$ cat src/rtl/dut_txn_pkg.sv
// Shared definitions for the dut transaction master: dut register map, FSM state
// encoding and the completed-transaction counter width.
package dut_txn_pkg;

    localparam logic [2:0] ADDR_A_ST = 3'd0;
    localparam logic [2:0] ADDR_B_ST = 3'd1;
    localparam logic [2:0] ADDR_Y_ST = 3'd2;
    localparam logic [2:0] ADDR_Y    = 3'd3;
    localparam logic [2:0] ADDR_A    = 3'd4;
    localparam logic [2:0] ADDR_B    = 3'd5;

    localparam int TXN_CNT_W = 16;

    typedef enum logic [2:0] {
        ST_IDLE  = 3'd0,
        ST_CHK_A = 3'd1,
        ST_WR_A  = 3'd2,
        ST_CHK_B = 3'd3,
        ST_WR_B  = 3'd4,
        ST_CHK_Y = 3'd5,
        ST_RD_Y  = 3'd6,
        ST_OUT   = 3'd7
    } state_t;

endpackage

$ cat src/rtl/dut_poll_timer.sv
// Counts failed status polls within one wait state and flags the poll that
// reaches POLL_LIMIT.
module dut_poll_timer #(
    parameter int POLL_LIMIT = 64
) (
    input  logic CLK,
    input  logic RST,
    input  logic clear,
    input  logic fail,
    output logic limit_hit
);

    localparam int CW = $clog2(POLL_LIMIT + 1);

    logic [CW-1:0] poll_cnt;

    // The failing poll itself is the one that reaches the limit, so the hit is combinational.
    assign limit_hit = fail && (poll_cnt == CW'(POLL_LIMIT - 1));

    always_ff @(posedge CLK) begin
        if (RST || clear) begin
            poll_cnt <= '0;
        end else if (fail) begin
            poll_cnt <= poll_cnt + CW'(1);
        end
    end

endmodule

$ cat src/rtl/dut_txn_master.sv
// Bus master that pushes each (a,b) pair into the dut FIFOs, polls for the result
// and presents y on an output valid/ready stream.
module dut_txn_master
    import dut_txn_pkg::*;
#(
    parameter int POLL_LIMIT = 64
) (
    input  logic                 CLK,
    input  logic                 RST,
    input  logic                 in_valid,
    output logic                 in_ready,
    input  logic                 in_a,
    input  logic                 in_b,
    output logic                 out_valid,
    input  logic                 out_ready,
    output logic                 out_y,
    output logic [2:0]           write_address,
    output logic                 write_data,
    output logic                 write_en,
    input  logic                 write_rdy,
    output logic [2:0]           read_address,
    output logic                 read_en,
    input  logic                 read_data,
    input  logic                 read_rdy,
    output logic                 err,
    output logic [TXN_CNT_W-1:0] txn_count
);

    state_t state, state_next;
    logic   a_reg, b_reg, y_reg;
    logic   is_chk, poll_fail, poll_clear, limit_hit;

    assign is_chk     = (state == ST_CHK_A) || (state == ST_CHK_B) || (state == ST_CHK_Y);
    assign poll_fail  = read_en && !read_data && is_chk;
    assign poll_clear = (state_next != state);
    assign out_y      = y_reg;

    dut_poll_timer #(.POLL_LIMIT(POLL_LIMIT)) u_poll_timer (
        .CLK       (CLK),
        .RST       (RST),
        .clear     (poll_clear),
        .fail      (poll_fail),
        .limit_hit (limit_hit)
    );

    // NOTE: every output gets a default before the case, so no path can infer a latch.
    always_comb begin
        in_ready      = 1'b0;
        out_valid     = 1'b0;
        write_address = 3'd0;
        write_data    = 1'b0;
        write_en      = 1'b0;
        read_address  = 3'd0;
        read_en       = 1'b0;
        case (state)
            ST_IDLE:  in_ready = 1'b1;
            ST_CHK_A: begin read_address = ADDR_A_ST; read_en = read_rdy; end
            ST_WR_A:  begin write_address = ADDR_A; write_data = a_reg; write_en = write_rdy; end
            ST_CHK_B: begin read_address = ADDR_B_ST; read_en = read_rdy; end
            ST_WR_B:  begin write_address = ADDR_B; write_data = b_reg; write_en = write_rdy; end
            ST_CHK_Y: begin read_address = ADDR_Y_ST; read_en = read_rdy; end
            ST_RD_Y:  begin read_address = ADDR_Y; read_en = read_rdy; end
            ST_OUT:   out_valid = 1'b1;
            default:  ;
        endcase
        // Strobes and handshakes stay low for the whole reset, not just after the edge.
        if (RST) begin
            in_ready  = 1'b0;
            out_valid = 1'b0;
            write_en  = 1'b0;
            read_en   = 1'b0;
        end
    end

    always_comb begin
        state_next = state;
        case (state)
            ST_IDLE:  if (in_valid) state_next = ST_CHK_A;
            ST_CHK_A: if (read_en && read_data) state_next = ST_WR_A;
                      else if (limit_hit)       state_next = ST_IDLE;
            ST_WR_A:  if (write_en) state_next = ST_CHK_B;
            ST_CHK_B: if (read_en && read_data) state_next = ST_WR_B;
                      else if (limit_hit)       state_next = ST_IDLE;
            ST_WR_B:  if (write_en) state_next = ST_CHK_Y;
            ST_CHK_Y: if (read_en && read_data) state_next = ST_RD_Y;
                      else if (limit_hit)       state_next = ST_IDLE;
            ST_RD_Y:  if (read_en) state_next = ST_OUT;
            ST_OUT:   if (out_ready) state_next = ST_IDLE;
            default:  state_next = ST_IDLE;
        endcase
    end

    // NOTE: sequential state uses non-blocking assignments so all registers update from
    // the same pre-edge values.
    always_ff @(posedge CLK) begin
        if (RST) begin
            // NOTE: operand registers are cleared too; cheap, and keeps write_data clean after reset.
            state     <= ST_IDLE;
            a_reg     <= 1'b0;
            b_reg     <= 1'b0;
            y_reg     <= 1'b0;
            err       <= 1'b0;
            txn_count <= '0;
        end else begin
            state <= state_next;
            if (state == ST_IDLE && in_valid) begin
                a_reg <= in_a;
                b_reg <= in_b;
            end
            if (state == ST_RD_Y && read_en) y_reg <= read_data;
            if (limit_hit) err <= 1'b1;
            if (state == ST_OUT && out_ready) txn_count <= txn_count + TXN_CNT_W'(1);
        end
    end

endmodule

$ cat config.mk
export PLATFORM = sky130hd
export DESIGN_NAME = dut_txn_master
export DESIGN_NICKNAME = d
export VERILOG_FILES = /design/src/rtl/dut_txn_pkg.sv /design/src/rtl/dut_poll_timer.sv /design/src/rtl/dut_txn_master.sv
export SDC_FILE = /design/constraint.sdc
export NUM_CORES = 1
export LEC_CHECK = 0
export ABC_AREA = 0
export CAP_MARGIN = 20
export CORE_MARGIN = 2
export CORE_UTILIZATION = 45
export DETAILED_ROUTE_END_ITERATION = 8
export PLACE_DENSITY = 0.73
export SYNTH_ARGS = -nofsm -noshare
export SYNTH_HDL_FRONTEND = slang
export SYNTH_SLANG_ARGS = --single-unit
$ cat constraint.sdc
create_clock -name CLK -period 5 [get_ports CLK]
set_clock_uncertainty 0.2 [all_clocks]
set_input_delay 1 -clock CLK [delete_from_list [all_inputs] [get_ports CLK]]
set_output_delay 1 -clock CLK [all_outputs]
set_load 0.1 [all_outputs]
# [After elaboration in Yosys (flattened, before gate mapping)]
# Cells that the tools add are included.
# Widths: inputs -> output; s select.
[classes] add_sub_neg=2 n_eq_ne=9 mux=21 n_reduce_logical=14
[op_table] cell="$mux 3" count=9
[op_table] cell="$pmux 3 s8" count=1
[op_table] cell="$add 16x1->16 const B" count=1
[op_table] cell="$eq 3x3->1 const B" count=4
[op_table] cell="$mux 1" count=8
[op_table] cell="$add 7x1->7 const B" count=1
[op_table] cell="$eq 7x6->1 const B" count=1
[op_table] cell="$logic_and 1x1->1" count=7
[op_table] cell="$eq 3x2->1 const B" count=2
[op_table] cell="$pmux 2 s3" count=1
[op_table] cell="$pmux 3 s2" count=1
[op_table] cell="$reduce_or 4->1" count=1
[op_table] cell="$eq 3x1->1 const B" count=1
[op_table] cell="$logic_not 3->1" count=1
[op_table] cell="$logic_or 1x1->1" count=3
[op_table] cell="$ne 3x3->1" count=1
[op_table] cell="$pmux 1 s2" count=1
[op_table] cell="$reduce_or 2->1" count=1
[op_table] cell="$logic_not 1->1" count=1
[word_totals] reg_bits=30 out_inout_bits=29 elab_cells=53

# [Depth between registers and ports, before layout]
# Gate-level depths: netlist (run 1).
[depth] ltp_word=12 ltp_mapped=6

# [Modules after synthesis]
# A second synthesis (run 1) with hierarchy kept.
[hier_totals] cells_unflattened=183 area_unflattened_um2=1554.0
[by_module_without_submodules] module="dut_txn_master" n_inst=1 cells_each=149 area_per_inst_um2=1243.7 seq_area_each_um2=460.4
[by_module_without_submodules] module="dut_poll_timer" n_inst=1 cells_each=34 area_per_inst_um2=310.3 seq_area_each_um2=140.1

# [Worst setup path after synthesis (run 1)]
# OpenSTA, ideal clock, no wires.
[synth_timing] kind="input port to output port" start="input RST" end="output write_en" t_arrival_ns=4.325 required_time_ns=3.800 setup_slack_ns=-0.525 stages=2 path_buffers=1 path_cell_list="clkbuf_1 nor4b_1"
[synth_between] elab_chain_cells=1
[synth_rtl] element="start, declared" line_no="dut_txn_master.sv:9" text="input logic RST,"
[synth_rtl] element="$mux 1" line_no="dut_txn_master.sv:67" text="if (RST) begin"
[synth_rtl] element="end, declared" line_no="dut_txn_master.sv:19" text="output logic write_en,"
# No other way between the ends.

# [Worst setup path in the final report (run 1)]
[layout_timing] start="register state[0]" end="output read_address[0]"
[layout_between] elab_chain_cells=2 word_cells_on_any_way=4 cone_classes="eq/ne: 3; mux: 1"
[layout_rtl] element="start, declared" line_no="dut_txn_master.sv:29" text="state_t state, state_next;"
[layout_rtl] element="start signal, assigned" line_no="dut_txn_master.sv:105" text="state <= state_next;"
[layout_rtl] element="$eq 3x3->1 or $eq 3x2->1 (tied branches)" line_no="dut_txn_master.sv:55" text="case (state)"
[layout_rtl] element="$pmux 2 s3 (*)" line_no="dut_txn_master.sv:55"
[layout_rtl] element="end, declared" line_no="dut_txn_master.sv:21" text="output logic [2:0] read_address,"
# Mark *: on every way between the ends. The rest lies on a longest branch, timed or not.

==> flow_summary_export.csv, run 1 <==
group,metric,value,unit
floorplan,row_count,22,
timing,drv_slew,0,
run,maxCapViolCount,0,
timing,slew_headroom,0.3439,
timing,timing.final.crit_share,0.7461,
critical_path,path_cells,"xor2_1 > and2_1 > clkdlybuf4s50_1",
finish,post-route-util,0.5844,
finish,finalNonFillerCells,260,
critical_path,path_max_fanout,19,
finish,largest-register,"txn_count",
clock_network,clkLatencyLatePin,280,ps
floorplan,die-area,0.004263,mm^2
clock_network,hold_buffers,0,
grt,grt_pass1_wl,6.009,mm
floorplan,core_area,0.003633,mm^2
pwr,ir_worst_vdd,192.6,uV
clock_network,path_clk_slew,70,ps
finish,area_growth,25.61,%
finish,antenna_cells,0,
critical_path,cp_slowest_cell,"clkdlybuf4s50_1",
drt,drt_pass1_iterations,4,
placed_design,numPortBuffers,35,
pwr,power_frac_clock,0.390,
placed_design,gp_congestion,0.7370,
yosys,synth_area_per_cell,9.339,um^2
pwr,p_int,375.2,uW
drt,vias,1431,
grt,antenna_found_initial,0,
clock_network,htreeDepth,2,
clock_network,cts_made_buffers,5,
finish,drive_gt1_frac,0.1651,
hold_path,hold_path.class,"flop to flop",
grt,grt_pass1_vias,1351,
pwr,powerDensity,242.0,mW/mm^2
critical_path,end_kind,"primary output",
timing,setup_viol,0,
critical_path,cp.required,3800,ps
grt,grt_max_degree,33,
critical_path,max_stage_delay,1120,ps
yosys,synth_top_area_share,0.3553,
clock_network,postCtsSetupBuffers,0,
finish,fin_nets,222,
finish,final_common_cell,"clkdlybuf4s50_1",
clock_network,clock_path_buffers,2,
finish,largest_reg_flops,16,
yosys,ys_ff_latch,30,
floorplan,die_height,65.29,um
yosys,synth_area,0.001690,mm^2
floorplan,die_x,65.29,um
timing,tightest_slew,981.1,ps
critical_path,setup.worst_path.start_class,"flop",
drt,wl_per_cell,13.28,um
clock_network,ctsResizeCount,0,
timing,tns,0,ps
clock_network,clock_sinks,30,
timing,fin_crit,3730,ps
drt,ant_nets,0,
floorplan,io_pins,38,
yosys,ys_seq_area_frac,0.3553,
yosys,ys_async_sr_fraction,0,
outcome,status,"complete, no violations",
clock_network,cts_tree,"built",
yosys,ys_types,49,
finish,final_cell_mix,"clkdlybuf4s50_1 (31), dfxtp_1 (30), nor2_1 (18)",
pwr,p_sw_frac,0.2698,
finish,fin_area,0.002123,mm^2
floorplan,start_util,0.4652,
timing,hold_violations,0,
finish,reg_top3,"txn_count (16), u_poll_timer.poll_cnt (7), state (3)",
pwr,combPwrFrac,0.123,
yosys,yosys_most_used_dff,"dfxtp_1",
placed_design,dp_cells,252,
grt,track_usage,0.1793,
timing,rsz0062_at_grt,"false",
pwr,seqPwrFrac,0.486,
critical_path,path_class,"flop to primary output",
critical_path,crit_arrival,2530,ps
drt,drc_errors,0,
pwr,p_sw,138.6,uW
pwr,leakagePower,0.0006965,uW
timing,whs,288.9,ps
placed_design,hpwl,2.497,mm
yosys,synth_edf_count,0,
drt,wl,3.453,mm
placed_design,placed_area,0.002028,mm^2
yosys,yosysTopAreaCell,"dfxtp_1",
yosys,syn-instance-count,181,
drt,avgViaCountPerCell,5.504,
timing,fmax,268.1,MHz
grt,gr-total-overflow,0,
drt,drtIter0Drc,66,
clock_network,cts-root-buf,"clkbuf_8",
yosys,ys_warn_count,0,
yosys,synthTopCellsByArea,"dfxtp_1 (36%), xnor2_1 (4.7%), xor2_1 (4.7%), nor3_2 (4.1%), nor2_1 (4.0%)",
worst paths after layout:
check                startpoint         endpoint  slack, ps  cells after the start
setup reg to reg       state[0]    txn_count[15]       2620                      4
hold reg to reg   txn_count[15]    txn_count[15]        290                      2
setup / recovery       state[0]  read_address[0]       1270                      3
hold / removal    txn_count[15]    txn_count[15]        290                      2
worst max-delay path: cells and delay by family, from the launching register on:
family	cells	cell delay (ps)
xor+xnor	1	190
buf+inv	1	1120
flops	1	810
simple gates	1	130
kinds of logic (layout without fill, tap and decap cells):
group                      after synthesis  in the layout  share of synthesized area
AOI/OAI and AO/OA                       22             22                    0.09253
xor gates and xnor gates                18             18                    0.09327
adders and majority gates                2              2                    0.01480
buffers and inverters                   15             45                    0.05329
DFF                                     30             30                     0.3553
muxes                                    7              7                    0.04515
other                                    1              2                   0.002218
and+or+nand+nor                         86             86                     0.3435
synth_stat cells, types with 4 or more instances:
library cell  number
mux2i_1            5
a21oi_1            9
nor3b_1            5
xor2_1             9
nor2_1            18
nand3_1            4
nand2_1            4
dfxtp_1           30
xnor2_1            9
nor3_2             7
nand4_1            8
buf_4              4
nand3b_1           4
clkbuf_1           5
and2_1             4
power groups by stage:
stage                     combinational [uW]  clock (uW)  sequential (uW)
after floorplan                         58.4           0              248
after global placement                  63.1           0              255
after detailed placement                63.8           0              255
after CTS                               64.0         207              250
after global routing                    67.3         218              251
final                                   63.4         200              250
layout make-up:
type	instances	area, um^2
flip-flops and latches	30	600.6
well taps	48	60.06
fillers	340	1510
clock buffers	6	82.58
clock inverters	2	12.51
inverters	1	3.754
multi-input cells	137	1016
repair buffers	36	347.8
layer usage:
metal | vias up | wire (um) | global-route usage
li1 | 714 | - | -
met1 | 672 | 1487 | 0.2166
met2 | 41 | 1796 | 0.3061
met3 | 4 | 135 | 0.05137
met4 | 0 | 33 | 0.05729
met5 | - | 0 | 0
per-stage QoR:
stage | power, uW | setup slack (ps)
3_3_place_gp | 317.8 | 1460
5_1_grt | 536.2 | 1133
6_report | 513.8 | 1270
4_1_cts | 520.6 | 1273
2_1_floorplan | 306.1 | 72.09
3_5_place_dp | 318.9 | 1432
No activity file was read; power rests on OpenSTA's default activity.
==> run 2, diff against run 1 <==
--- a/config.mk
+++ b/config.mk
@@ -10,7 +10,7 @@
 export CORE_MARGIN = 2
 export CORE_UTILIZATION = 45
 export DETAILED_ROUTE_END_ITERATION = 8
-export PLACE_DENSITY = 0.73
+export PLACE_DENSITY = 0.75
 export SYNTH_ARGS = -nofsm -noshare
 export SYNTH_HDL_FRONTEND = slang
 export SYNTH_SLANG_ARGS = --single-unit
==> constraint.sdc (replaced) <==
create_clock -name CLK -period 3.18 [get_ports CLK]
set_clock_uncertainty 0.2 [all_clocks]
set_input_delay 0.636 -clock CLK [delete_from_list [all_inputs] [get_ports CLK]]
set_output_delay 0.636 -clock CLK [all_outputs]
set_load 0.1 [all_outputs]
==> flow_summary_export.csv, run 2 (same netlist as run 1, synthesis figures left out) <==
group,metric,value,unit
outcome,status,"complete, no violations",
finish,final_common_cell,"dfxtp_1",
floorplan,start_util,0.4652,
hold_path,hold_path.class,"flop to flop",
clock_network,postCtsSetupBuffers,0,
placed_design,numPortBuffers,35,
placed_design,placed_area,0.002068,mm^2
clock_network,ctsResizeCount,0,
timing,drv_slew,0,
pwr,p_sw,217.8,uW
pwr,p_int,598.8,uW
finish,antenna_cells,0,
pwr,p_sw_frac,0.2667,
grt,grt_pass1_wl,5.989,mm
grt,track_usage,0.1814,
timing,rsz0062_at_grt,"false",
floorplan,die_x,65.29,um
critical_path,r2r-end,"txn_count[15]",
pwr,seqPwrFrac,0.477,
drt,wl,3.569,mm
critical_path,setup.worst_path.start_class,"input pin",
drt,avgViaCountPerCell,5.487,
pwr,powerDensity,378.2,mW/mm^2
clock_network,cts_tree,"built",
timing,hold_violations,0,
drt,ant_nets,0,
clock_network,htreeDepth,2,
critical_path,crit_arrival,1800,ps
timing,slew_headroom,0.4726,
run,maxCapViolCount,0,
drt,drtIter0Drc,86,
drt,vias,1443,
pwr,leakagePower,0.0007842,uW
critical_path,path_class,"input pin to primary output",
floorplan,die_height,65.29,um
grt,antenna_found_initial,0,
critical_path,reg2reg_from,"state[0]",
floorplan,core_area,0.003633,mm^2
timing,fin_crit,2641,ps
placed_design,hpwl,2.610,mm
pwr,combPwrFrac,0.143,
pwr,ir_worst_vdd,278.4,uV
floorplan,io_pins,38,
clock_network,path_clk_slew,60,ps
drt,wl_per_cell,13.57,um
clock_network,clkLatencyLatePin,280,ps
finish,fill_cells,311,
finish,area_growth,27.76,%
critical_path,reg2reg_slack,790,ps
critical_path,end_kind,"primary output",
clock_network,clock_path_buffers,2,
finish,drive_gt1_frac,0.2884,
critical_path,crit_path_start,"RST",
floorplan,die-area,0.004263,mm^2
timing,tightest_slew,790.0,ps
critical_path,rr_worst_depth,4,
clock_network,cts-root-buf,"clkbuf_8",
clock_network,clock_sinks,30,
placed_design,gp_congestion,0.8399,
finish,fin_area,0.002160,mm^2
timing,setup_viol,0,
critical_path,path_max_fanout,20,
pwr,power_frac_clock,0.379,
timing,fmax,378.7,MHz
floorplan,row_count,22,
finish,fin_nets,225,
finish,largest_reg_flops,16,
finish,reg_top3,"txn_count (16), u_poll_timer.poll_cnt (7), state (3)",
critical_path,crit_path_end,"in_ready",
timing,fin_ws,539.1,ps
clock_network,cts_made_buffers,5,
critical_path,cp.required,2340,ps
grt,grt_pass1_vias,1399,
finish,largest-register,"txn_count",
clock_network,hold_buffers,0,
finish,final_cell_mix,"dfxtp_1 (30), buf_4 (27), nor2_1 (18)",
timing,timing.final.crit_share,0.8305,
grt,grt_max_degree,21,
drt,drt_pass1_iterations,4,
drt,drc_errors,0,
grt,gr-total-overflow,0,
placed_design,pre_cts_ws,521.5,ps
run 2: cell count changes in the layout (fill, tap and decap cells not counted), sizes merged:
cell / before / now
buf: 5 / 31
clkbuf: 6 / 7
clkdlybuf4s50: 31 / 8
clkinvlp: 1 / 0
run 2: worst min path at each step:
stage	cells past startpoint	slack (ps)	end	from
after detailed placement	2	270	txn_count[15]	txn_count[15]
after floorplan	2	260	a_reg	a_reg
after CTS	2	280	txn_count[15]	txn_count[15]
after global placement	2	270	txn_count[15]	txn_count[15]
after global routing	2	310	txn_count[15]	txn_count[15]
final	2	290	txn_count[15]	txn_count[15]
run 2: per-stage QoR:
| stage | power [uW] | utilization | instances | TNS, ps | hold WS [ps] |
|---|---|---|---|---|---|
| global placement | 512.4 | 0.5692 | 255 | 0 | 268.0 |
| global route | 849.7 | 0.5944 | 263 | 0 | 312.9 |
| floorplan | 485.3 | - | 182 | -225.3 | 260.8 |
| CTS | 824.8 | 0.5944 | 263 | 0 | 284.9 |
| finish | 816.7 | 0.5944 | 263 | 0 | 288.9 |
| detailed placement | 515.0 | 0.5692 | 255 | 0 | 274.7 |
run 2: routing by layer:
metal | vias to the layer above | GRT usage | wire (um)
li1 | 720 | - | -
met1 | 686 | 0.2240 | 1633
met2 | 31 | 0.2946 | 1730
met3 | 6 | 0.06164 | 159
met4 | 0 | 0.06250 | 44
met5 | - | 0 | 0
run 2: final cells by class:
type                       count  area [um^2]  area share
multi-input combinational    137         1041      0.4820
sequential                    30        600.6      0.2781
timing repair buffer          39        362.8      0.1680
clock buffer                   7        86.33     0.03998
tap                           48        60.06     0.02781
clock inverter                 1        5.005    0.002317
inverter                       1        3.754    0.001738
run 2: worst max-delay path, stage by stage:
cell	delay [ps]
clkdlybuf4s50_1	470
buf_4	240
nor4_4	230
buf_12	220
run 2: power by group through the flow:
stage               clock network, uW  registers (uW)  logic [uW]
floorplan                           0             390        95.8
global placement                    0             397         115
detailed placement                  0             398         117
CTS                               318             390         118
global route                      336             390         123
finish                            310             390         117
